**config.mk**
```make
export PLATFORM = sky130hd
export DESIGN_NAME = pipe_hazard_ctrl
export DESIGN_NICKNAME = d
export VERILOG_FILES = /design/src/rtl/pipe_hazard_ctrl.sv
export SDC_FILE = /design/constraint.sdc
export NUM_CORES = 1
export LEC_CHECK = 0
export BUFFER_PORTS_ARGS = -buffer_cell sky130_fd_sc_hd__buf_2
export CORE_ASPECT_RATIO = 0.8
export CORE_UTILIZATION = 38
export DETAILED_ROUTE_END_ITERATION = 12
export GPL_TIMING_DRIVEN = 0
export PLACE_DENSITY = 0.75
export SYNTH_ARGS = -nofsm -noshare
export SYNTH_HDL_FRONTEND = slang
export SYNTH_SLANG_ARGS = --single-unit
```
**constraint.sdc**
```tcl
create_clock -name clk -period 2 [get_ports clk]
set_clock_uncertainty 0.2 [all_clocks]
set_input_delay 0.4 -clock clk [delete_from_list [all_inputs] [get_ports clk]]
set_output_delay 0.4 -clock clk [all_outputs]
set_load 0.005 [all_outputs]
```
**src/rtl/pipe_hazard_ctrl.sv**
```systemverilog
// pipe_hazard_ctrl: central stall/flush controller for the 5-stage pipeline.
// Resolves, in strict priority order, exception/eret flushes, data-bus
// waits, multi-cycle mult/div occupancy, load-use hazards and instruction
// fetch waits. Each hazard produces a stall on the segments upstream of the
// blocked stage and a bubble (refresh) into the segment directly after it.
// The mult/div unit is sequenced by a down-counter, and a small flush FSM
// remembers to drop the data of a fetch that was in flight at flush time.
//
// Start/done protocol with the mult/div unit: md_start is a single-cycle
// pulse issued in the cycle the operation is accepted (the unit captures
// operands at that edge). md_done is high for every cycle in which the
// result is valid and stays high while data_busy holds the pipeline.
// md_cancel aborts an accepted operation. There is no back-pressure from
// the unit; its latency is fixed by MUL_CYCLES/DIV_CYCLES.
module pipe_hazard_ctrl #(
  parameter int MUL_CYCLES = 2,
  parameter int DIV_CYCLES = 33,
  parameter int CNT_W      = 6
) (
  input  logic             clk,
  input  logic             resetn,
  // ID-stage source operands
  input  logic             id_rs_ren,
  input  logic             id_rt_ren,
  input  logic [4:0]       id_rs,
  input  logic [4:0]       id_rt,
  // EX-stage instruction attributes
  input  logic             ex_load,
  input  logic             ex_regwen,
  input  logic [4:0]       ex_wreg,
  input  logic             ex_mult,
  input  logic             ex_div,
  // bus and commit status
  input  logic             inst_busy,
  input  logic             data_busy,
  input  logic             exc_valid,
  input  logic             eret_valid,
  // segment register controls
  output logic             if_id_stall,
  output logic             id_ex_stall,
  output logic             ex_mem_stall,
  output logic             mem_wb_stall,
  output logic             if_id_refresh,
  output logic             id_ex_refresh,
  output logic             ex_mem_refresh,
  output logic             mem_wb_refresh,
  // mult/div unit sequencing
  output logic             md_start,
  output logic             md_done,
  output logic             md_cancel,
  // fetch control
  output logic             fetch_discard,
  // debug visibility of internal state
  output logic [1:0]       dbg_md_state_o,
  output logic             dbg_fl_state_o,
  output logic [CNT_W-1:0] dbg_cnt_o
);

  typedef enum logic [1:0] {
    MD_IDLE = 2'd0,
    MD_BUSY = 2'd1,
    MD_DONE = 2'd2
  } md_state_e;

  typedef enum logic {
    FL_IDLE = 1'b0,
    FL_WAIT = 1'b1
  } fl_state_e;

  // Counter reload values: the counter holds the remaining BUSY cycles.
  localparam logic [CNT_W-1:0] MUL_LOAD = CNT_W'(MUL_CYCLES - 1);
  localparam logic [CNT_W-1:0] DIV_LOAD = CNT_W'(DIV_CYCLES - 1);
  localparam logic [CNT_W-1:0] CNT_ONE  = CNT_W'(1);
  localparam logic [CNT_W-1:0] CNT_ZERO = '0;

  md_state_e        md_state_q, md_state_d;
  fl_state_e        fl_state_q, fl_state_d;
  logic [CNT_W-1:0] cnt_q, cnt_d;

  logic             flush;
  logic             load_use;
  logic             md_req;
  logic             md_hold;
  logic             md_accept;
  logic [CNT_W-1:0] md_load;

  assign dbg_md_state_o = md_state_q;
  assign dbg_fl_state_o = fl_state_q;
  assign dbg_cnt_o      = cnt_q;

  // Hazard terms derived from the current instruction mix and md state.
  always_comb begin
    flush     = exc_valid | eret_valid;
    load_use  = ex_load & ex_regwen & (ex_wreg != 5'd0) &
                ((id_rs_ren & (id_rs == ex_wreg)) |
                 (id_rt_ren & (id_rt == ex_wreg)));
    md_req    = ex_mult | ex_div;
    md_hold   = (md_state_q == MD_BUSY) | ((md_state_q == MD_IDLE) & md_req);
    // An op is only accepted when the pipeline is otherwise free to move.
    md_accept = (md_state_q == MD_IDLE) & md_req & ~flush & ~data_busy;
    // div wins when both flags are set.
    md_load   = ex_div ? DIV_LOAD : MUL_LOAD;
  end

  // State registers for both FSMs and the mult/div cycle counter.
  always_ff @(posedge clk) begin
    if (!resetn) begin
      md_state_q <= MD_IDLE;
      fl_state_q <= FL_IDLE;
      cnt_q      <= CNT_ZERO;
    end else begin
      md_state_q <= md_state_d;
      fl_state_q <= fl_state_d;
      cnt_q      <= cnt_d;
    end
  end

  // Mult/div sequencing: load on accept, count down while the pipeline
  // is not frozen by the data bus, then present the result for one cycle.
  always_comb begin
    md_state_d = md_state_q;
    cnt_d      = cnt_q;
    if (flush) begin
      md_state_d = MD_IDLE;
      cnt_d      = CNT_ZERO;
    end else begin
      unique case (md_state_q)
        MD_IDLE: begin
          if (md_accept) begin
            cnt_d      = md_load;
            md_state_d = (md_load == CNT_ZERO) ? MD_DONE : MD_BUSY;
          end
        end
        MD_BUSY: begin
          if (!data_busy) begin
            cnt_d = cnt_q - CNT_ONE;
            if (cnt_q == CNT_ONE) begin
              md_state_d = MD_DONE;
            end
          end
        end
        MD_DONE: begin
          // The instruction leaves EX at the edge where data_busy is low.
          if (!data_busy) begin
            md_state_d = MD_IDLE;
          end
        end
        default: begin
          md_state_d = MD_IDLE;
          cnt_d      = CNT_ZERO;
        end
      endcase
    end
  end

  // Flush FSM: remember an in-flight fetch at flush time until it retires.
  always_comb begin
    fl_state_d = fl_state_q;
    unique case (fl_state_q)
      FL_IDLE: fl_state_d = (flush & inst_busy) ? FL_WAIT : FL_IDLE;
      FL_WAIT: fl_state_d = inst_busy ? FL_WAIT : FL_IDLE;
      default: fl_state_d = FL_IDLE;
    endcase
  end

  // Prioritised stall/refresh generation. Each level stalls every segment
  // up to the blocked stage and bubbles the segment directly after it.
  always_comb begin
    if_id_stall    = 1'b0;
    id_ex_stall    = 1'b0;
    ex_mem_stall   = 1'b0;
    mem_wb_stall   = 1'b0;
    if_id_refresh  = 1'b0;
    id_ex_refresh  = 1'b0;
    ex_mem_refresh = 1'b0;
    mem_wb_refresh = 1'b0;
    md_start       = 1'b0;
    md_done        = 1'b0;
    md_cancel      = 1'b0;
    fetch_discard  = 1'b0;
    if (resetn) begin
      if (flush) begin
        if_id_refresh  = 1'b1;
        id_ex_refresh  = 1'b1;
        ex_mem_refresh = 1'b1;
        mem_wb_refresh = 1'b1;
      end else if (data_busy) begin
        if_id_stall    = 1'b1;
        id_ex_stall    = 1'b1;
        ex_mem_stall   = 1'b1;
        mem_wb_refresh = 1'b1;
      end else if (md_hold) begin
        if_id_stall    = 1'b1;
        id_ex_stall    = 1'b1;
        ex_mem_refresh = 1'b1;
      end else if (load_use) begin
        if_id_stall    = 1'b1;
        id_ex_refresh  = 1'b1;
      end else if (inst_busy) begin
        // Covers the post-flush wait too: no valid fetch reaches ID.
        if_id_refresh  = 1'b1;
      end
      md_start      = md_accept;
      // A result being discarded by a flush is not reported as done.
      md_done       = (md_state_q == MD_DONE) & ~flush;
      md_cancel     = flush & (md_state_q != MD_IDLE);
      fetch_discard = (fl_state_q == FL_WAIT) & inst_busy;
    end
  end

endmodule

```
# Yosys cells after proc, flatten, opt, wreduce, memory -nomap -nowiden
# Index checks and enable logic that the tools add are counted.
# totals
regBits	9
inputBits	27
output_inout_bits	21
word_cells	84
# op_classes
add_sub_neg	1
eq_ne	9
muxes	43
n_bitwise	21
n_reduce_logical	7
# ops
operator	n
$mux W1	32
$mux W6	3
$pmux W6 S3	1
$and A1 B1 Y1	12
$eq A5 B5 Y1	2
$mux W2	5
$eq A6 B1 Y1 const B	1
$logic_not A6 Y1	1
$ne A2 B2 Y1 const B	3
$pmux W2 S3	1
$sub A6 B1 Y6 const B	1
$not A1 Y1	5
$reduce_bool A5 Y1	1
$or A1 B1 Y1	4
$reduce_and A4 Y1	1
$reduce_and A3 Y1	1
$eq A2 B1 Y1 const B	1
$eq A2 B2 Y1 const B	1
$logic_not A2 Y1	1
$ne A2 B1 Y1 const B	1
$pmux W1 S2	1
$reduce_bool A2 Y1	1
$reduce_or A2 Y1	1

# Depth between registers and ports, before layout
# Gate-level depths: netlist (run 1).
# logic_depth
word_depth	9
mapped_depth	5
mapped_depth_nobuf	5

# Least setup slack after synthesis (run 1)
# OpenSTA, ideal clock, no wires.
# synth_path
path_kind	input to output
from	input port ex_wreg[0]
to	output port if_id_refresh
arrival_ns	1.451
t_required_ns	1.400
path_slack_ns	-0.051
cell_stages	4
n_path_buf	0
path_cell_list	or3_1 o311a_1 or3_1 o311ai_0
# synth_between
elab_chain_len	9
# synth_rtl
element	line_no	text
from (decl)	30	input logic [4:0] ex_wreg,
$eq A5 B5 Y1 (on tied branches)	95, 96	
$and A1 B1 Y1 (on tied branches)	95, 96	
$or A1 B1 Y1	95	((id_rs_ren & (id_rs == ex_wreg)) |
$and A1 B1 Y1 (*)	94	load_use = ex_load & ex_regwen & (ex_wreg != 5'd0) &
$mux W1 (*)	196	end else if (load_use) begin
$mux W1 (*)	192	end else if (md_hold) begin
$mux W1 (*)	187	end else if (data_busy) begin
$mux W1 (*)	182	if (flush) begin
$mux W1 (*)	181	if (resetn) begin
to (decl)	43	output logic if_id_refresh,
# Mark *: on every way between the ends. The rest lies on a longest branch, timed or not.

# Worst setup path in the final report (run 1)
# Ends and elaborated chain as after synthesis.

==> results of run 1 <==
metal layers:
metal  track usage [%]  share of wire, %  vias to the layer above
met4              7.89               2.0                        0
met2              33.8                46                       37
met3              6.45               6.6                        7
met1              31.6                46                      470
met5                 0                 0                        -
li1                  -                 -                      488
repair_timing:
action / in CTS / in global routing
setup endpoints to repair: 8 / 7
gates resized for setup: 8 / 7
buffers inserted: 1 / 1
pin swaps: 3 / 2
worst max-delay path, stage by stage:
cell and delay (ns):
buf_8 0.09, or3_4 0.38, o311a_4 0.33, or3_1 0.33, o311ai_2 0.08, buf_2 0.17
state kept, by name, indices dropped and copies added, names as in the netlist:
register and cells:
dbg_cnt_o 6, dbg_fl_state_o 1, dbg_md_state_o 2
how the worst max path moves through the flow:
stage	end	slack (ns)	depth (start not counted)
global route	if_id_refresh	-0.39	6
floorplan	if_id_refresh	-0.04	4
detailed placement	if_id_refresh	-0.42	6
global placement	if_id_refresh	-0.37	6
finish	if_id_refresh	-0.38	6
CTS	if_id_refresh	-0.37	6
final cells by class:
cell class	count	area share (%)
multi-input cells	85	53.3
repair buffers	47	22.2
flip-flops and latches	9	15.7
well taps	24	2.60
clock buffers	4	2.28
plain buffers	4	1.95
inverters	6	1.95
logic make-up (layout without fill, tap and decap cells):
family | count (synthesis) | count (layout)
AO/OA/AOI/OAI | 27 | 27
XOR/XNOR | 11 | 11
adder cells (fa/ha/maj) | 2 | 2
buffers and inverters | 11 | 61
flip-flops | 9 | 9
multiplexers | 1 | 1
other | 1 | 1
AND/OR/NAND/NOR | 43 | 43
synthesized netlist by cell type, drive strengths merged, types with 2 or more instances:
library cell	n	area, µm²
nor3	7	35.0
nand4	3	18.8
inv	6	22.5
nand3	4	20.0
and3	4	25.0
buf	2	11.3
o31a	2	17.5
a211oi	2	15.0
or3	2	12.5
o21a	3	22.5
nor2	9	33.8
and4	2	17.5
a21oi	2	10.0
nor2b	2	12.5
a31oi	2	12.5
clkbuf	3	11.3
xnor2	10	87.6
o21ai	4	20.0
dfxtp	9	180
ha	2	25.0
nand2	6	22.5
where the power goes:
| group | switching (mW) | internal, mW |
|---|---|---|
| clock network | 0.0776 | 0.0775 |
| registers | 0.00327 | 0.182 |
| logic | 0.0708 | 0.0734 |
| total | 0.152 | 0.333 |
through the flow:
stage | setup TNS [ns] | power [mW] | instance area, µm² | worst slack [ns]
finish | -0.837 | 0.485 | 1150 | -0.379
global placement | -0.866 | 0.313 | 1050 | -0.368
CTS | -0.860 | 0.478 | 1110 | -0.369
global route | -0.906 | 0.509 | 1150 | -0.387
detailed placement | -0.987 | 0.317 | 1050 | -0.424
floorplan | -0.0390 | 0.259 | 800 | -0.0380
==> run metrics, run 1 <==
RSZ-0062 raised after global routing true; port bufs 45; wirelength, routed between 2000 and 2500 µm; Post-CTS Hold Buffers 0; total gr overflow 0; first-pass GRT wire length 3870 µm; clk root buf clkbuf_4; most common cell after layout, fill and taps aside buf_2; Clk Latency, worst-skew pair between 0.2 and 0.3 ns; Adder-Cell Fraction of Synth Area between 3 and 4%; Tmin final 2.38 ns; syn nets about 130; CTS clk-pin slew, worst paths about 0.07 ns; Final WS setup -0.379 ns; Final setup viols 3; reg2reg path depth 3; WL/cell between 10 and 15 µm; non-filler cells, final 179; Hold EP dbg_fl_state_o; sequential area share after synthesis a little under a quarter; Register Area approximately 180 µm²; number of synthesized flops with an enable pin 0; leakage between 0.5 and 0.6 nW; GRT Total Usage a little under a quarter; top_reg_cell synth dfxtp_1; DRC 0; Initial Util approximately two fifths; dpl hpwl approximately 1800 µm; crit start category primary input; Max Slew Vio Count 0; pwr dens roughly 420 mW/mm²; Mapped Cells about 110; largest net degree at the start of global routing 11; TritonRoute pass-1 iters 4; Core Rows 14; max_slew headroom between 50% and 60%; Hold WC Path Type primary input to register; Period Utilization, post-route 119%; TritonCTS clock tree done; reg2reg start dbg_md_state_o[1]; Via Count between 1,000 and 1,500; fmax 420 MHz; post-synthesis instance area between 700 and 800 µm²; Slew @ Worst Pin around 0.69 ns; Antenna Nets Post-Route 0; XOR/XNOR Fraction of Synth Area 12.1%; crit end category output port; placed cells 174; #FFs+latches synth 9; Setup crit start ex_wreg[0]; initial DRC count 34; setup slack, reg-to-reg between 0.2 and 0.3 ns; max cap viols 0; CTS Sinks 9; mux contribution to synthesized area approximately 1.3%; Die X 53.3 µm; die outline height ~43 µm; maximum clock path buffer count 2; ANT cells 0; r2r endpoint dbg_cnt_o[4]; asr flop ratio synth 0%; vias in the first global route 860; GP Congestion ~0.87; worst IR drop on VDD ~0.35 mV; Multi-input gate area 616 µm²; cell depth of the worst min-delay path 3; htree depth 1; hold slack between 0.2 and 0.25 ns; Area growth syn-to-layout 44.4%; Netlist cell types between 40 and 50; count of final hold-check violations 0; post-synthesis compound-gate area fraction about a quarter; most frequent cells in the layout buf_2, xnor2_1, nor2_1; Final nets about 190; final core utilization around three fifths; largest family of logic cells by synthesized area simple AND/OR/NAND/NOR gates; post-synthesis area per instance about 7.6 µm²; Crit Path Category primary input to output port; share of cells above drive strength 1 39.4%; layout filler cell count roughly 190; Die ar. ~0.0023 mm²; top-level I/O count 48; Ys Warns 0; Hold Path Origin exc_valid; failing checks setup timing; outcome finished with violations; total clock buffers created by CTS 3; Worst EP required 1.40 ns; Post-Synth Simple-Gate Area between 20% and 30%; core area 0.00193 mm²; initial antenna violation count 0; largest fanout on the critical path 3; Vias/cell 5.60; Worst EP arrival between 1.5 and 2 ns
No activity file was read; power rests on OpenSTA's default activity.
==> run 2: changes to the inputs <==
--- a/config.mk
+++ b/config.mk
@@ -10,7 +10,8 @@
 export CORE_UTILIZATION = 38
 export DETAILED_ROUTE_END_ITERATION = 12
 export GPL_TIMING_DRIVEN = 0
-export PLACE_DENSITY = 0.75
+export PLACE_DENSITY = 0.73
+export SETUP_SLACK_MARGIN = 0.1
 export SYNTH_ARGS = -nofsm -noshare
 export SYNTH_HDL_FRONTEND = slang
 export SYNTH_SLANG_ARGS = --single-unit
==> run metrics, run 2 (synthesized netlist as in run 1, its figures left out) <==
CTS clk-pin slew, worst paths 0.06 ns (about the same); pwr dens 412 mW/mm² (-1.9%); Antenna Nets Post-Route 0 (unchanged); wirelength, routed 2490 µm (+4.6%); Vias/cell 5.50 (-1.8%); largest net degree at the start of global routing 11 (unchanged); met3 Track Usage GR 6.81% (+0.36 points); outcome finished with violations; Clk Latency, worst-skew pair 0.27 ns (about the same); dpl hpwl 1840 µm (+1.7%); Final setup viols 3 (unchanged); grt met1 use 29.4% (-2.2 points); TritonCTS clock tree done; Die X 53.3 µm (unchanged); DRC 0 (unchanged); setup tns final -0.957 ns (-0.120 ns); GRT Total Usage 22.6% (-0.38 points); total gr overflow 0 (unchanged); crit end category output port; max incr delay on CP 0.38 ns (about the same); Final WS setup -0.374 ns (+0.00509 ns); Period Utilization, post-route 119% (-0.25 points); initial antenna violation count 0 (unchanged); count of final hold-check violations 0 (unchanged); GRT met2 Usage 35.0% (+1.2 points); vias in the first global route 860 (unchanged); ANT cells 0 (unchanged); Slew @ Worst Pin 0.644 ns (-0.0473 ns); htree depth 1 (unchanged); CP cell instances buf_8 -> or3_4 -> o311a_1 -> or3_1 -> o311ai_2 -> buf_2; gr busiest metal met2; GP Congestion 0.824 (-4.9%); CTS Sinks 9 (unchanged); Area growth syn-to-layout 47.3%; most frequent cells in the layout buf_2, xnor2_1, nor2_1, dfxtp_1, inv_1; worst IR drop on VDD 0.325 mV (-6.1%); largest fanout on the critical path 3 (unchanged); highest-delay cell along the critical path or3_4; core area 0.00193 mm² (unchanged); total clock buffers created by CTS 3 (unchanged); Largest register FFs 6 (unchanged); Tmin final 2.37 ns (-0.00509 ns); port bufs 45 (unchanged); most common cell after layout, fill and taps aside buf_2; top-level I/O count 48 (unchanged); Crit path max-delay family simple AND/OR/NAND/NOR gates; RSZ-0062 raised after global routing true; Final nets 187 (+1.1%); Worst EP required 1.40 ns (about the same); clk root buf clkbuf_4; fmax 421 MHz (+0.21%); maximum clock path buffer count 2 (unchanged); WL/cell 13.7 µm (+3.5%); Die ar. 0.00229 mm² (unchanged); max cap viols 0 (unchanged); hold slack 0.246 ns (-0.000381 ns); Crit Path Category primary input to output port; TritonRoute pass-1 iters 4 (unchanged); Post-CTS Hold Buffers 0 (unchanged); Max Slew Vio Count 0 (unchanged); Hold WC Path Type primary input to register; crit start category primary input; first-pass GRT wire length 3770 µm (-2.7%); Initial Util 41.5% (unchanged); initial DRC count 18 (-47%); failing checks setup timing; Core Rows 14 (unchanged); Via Count 995 (-0.70%); Bufs and invs on worst path 2 (unchanged); leakage 0.552 nW (+2.3%); die outline height 43.0 µm (unchanged); share of cells above drive strength 1 43.3% (+4.0 points); Worst EP arrival 1.77 ns (about the same); max_slew headroom 56.6% (+3.2 points); layout filler cell count 177 (-4.3%)
## run 2: final timing paths
kind,slack [ns],start,cells past startpoint,end
setup reg to reg,0.25,dbg_md_state_o[1],3,dbg_cnt_o[4]
setup / recovery,-0.37,ex_wreg[0],6,if_id_refresh
hold / removal,0.25,inst_busy,3,dbg_fl_state_o
hold reg to reg,0.29,dbg_fl_state_o,2,dbg_fl_state_o
## run 2: timing repair
item                                   in CTS  in global routing
endpoints found under the hold margin       0                  0
setup endpoints to repair                   8                  8
setup buffers                               2                  1
resized for setup                           9                 15
pin swaps                                   3                  1
## run 2: per-stage QoR
| stage | setup WS (ns) | utilization [%] | std cells | instance area [µm²] | total power [mW] |
|---|---|---|---|---|---|
| after floorplan | -0.0380 | - | 105 | 800 | 0.259 |
| after global placement | -0.376 | 54.7 | 174 | 1050 | 0.313 |
| after detailed placement | -0.417 | 54.7 | 174 | 1050 | 0.317 |
| after CTS | -0.364 | 58.5 | 180 | 1130 | 0.477 |
| after global routing | -0.396 | 61.1 | 181 | 1180 | 0.511 |
| final | -0.374 | 61.1 | 181 | 1180 | 0.485 |
## run 2: layer usage
layer | share of wire [%] | routed length [µm]
met1 | 46 | 1160
met3 | 5.0 | 125
met4 | 1.4 | 36
met2 | 47 | 1170
met5 | 0 | 0
## run 2: worst register-to-register path: stages (launching register included)
cell	delay [ns]
dfxtp_2	0.35
o41a_1	0.47
or4_1	0.52
a21boi_1	0.15
## run 2: power breakdown
| group | internal, mW | switching, mW | total, mW |
|---|---|---|---|
| registers | 0.182 | 0.00209 | 0.184 |
| clock network | 0.0774 | 0.0738 | 0.151 |
| logic | 0.0756 | 0.0740 | 0.150 |
| total | 0.335 | 0.150 | 0.485 |
## run 2: area by class of cell
class	count	area, µm²	share of cell area (%)
Multi-Input combinational cell	85	617	52.4
Timing Repair Buffer	48	264	22.4
Sequential cell	9	183	15.5
Buffer	5	35.0	2.98
Tap cell	24	30.0	2.55
Clock buffer	4	26.3	2.23
Inverter	6	22.5	1.91
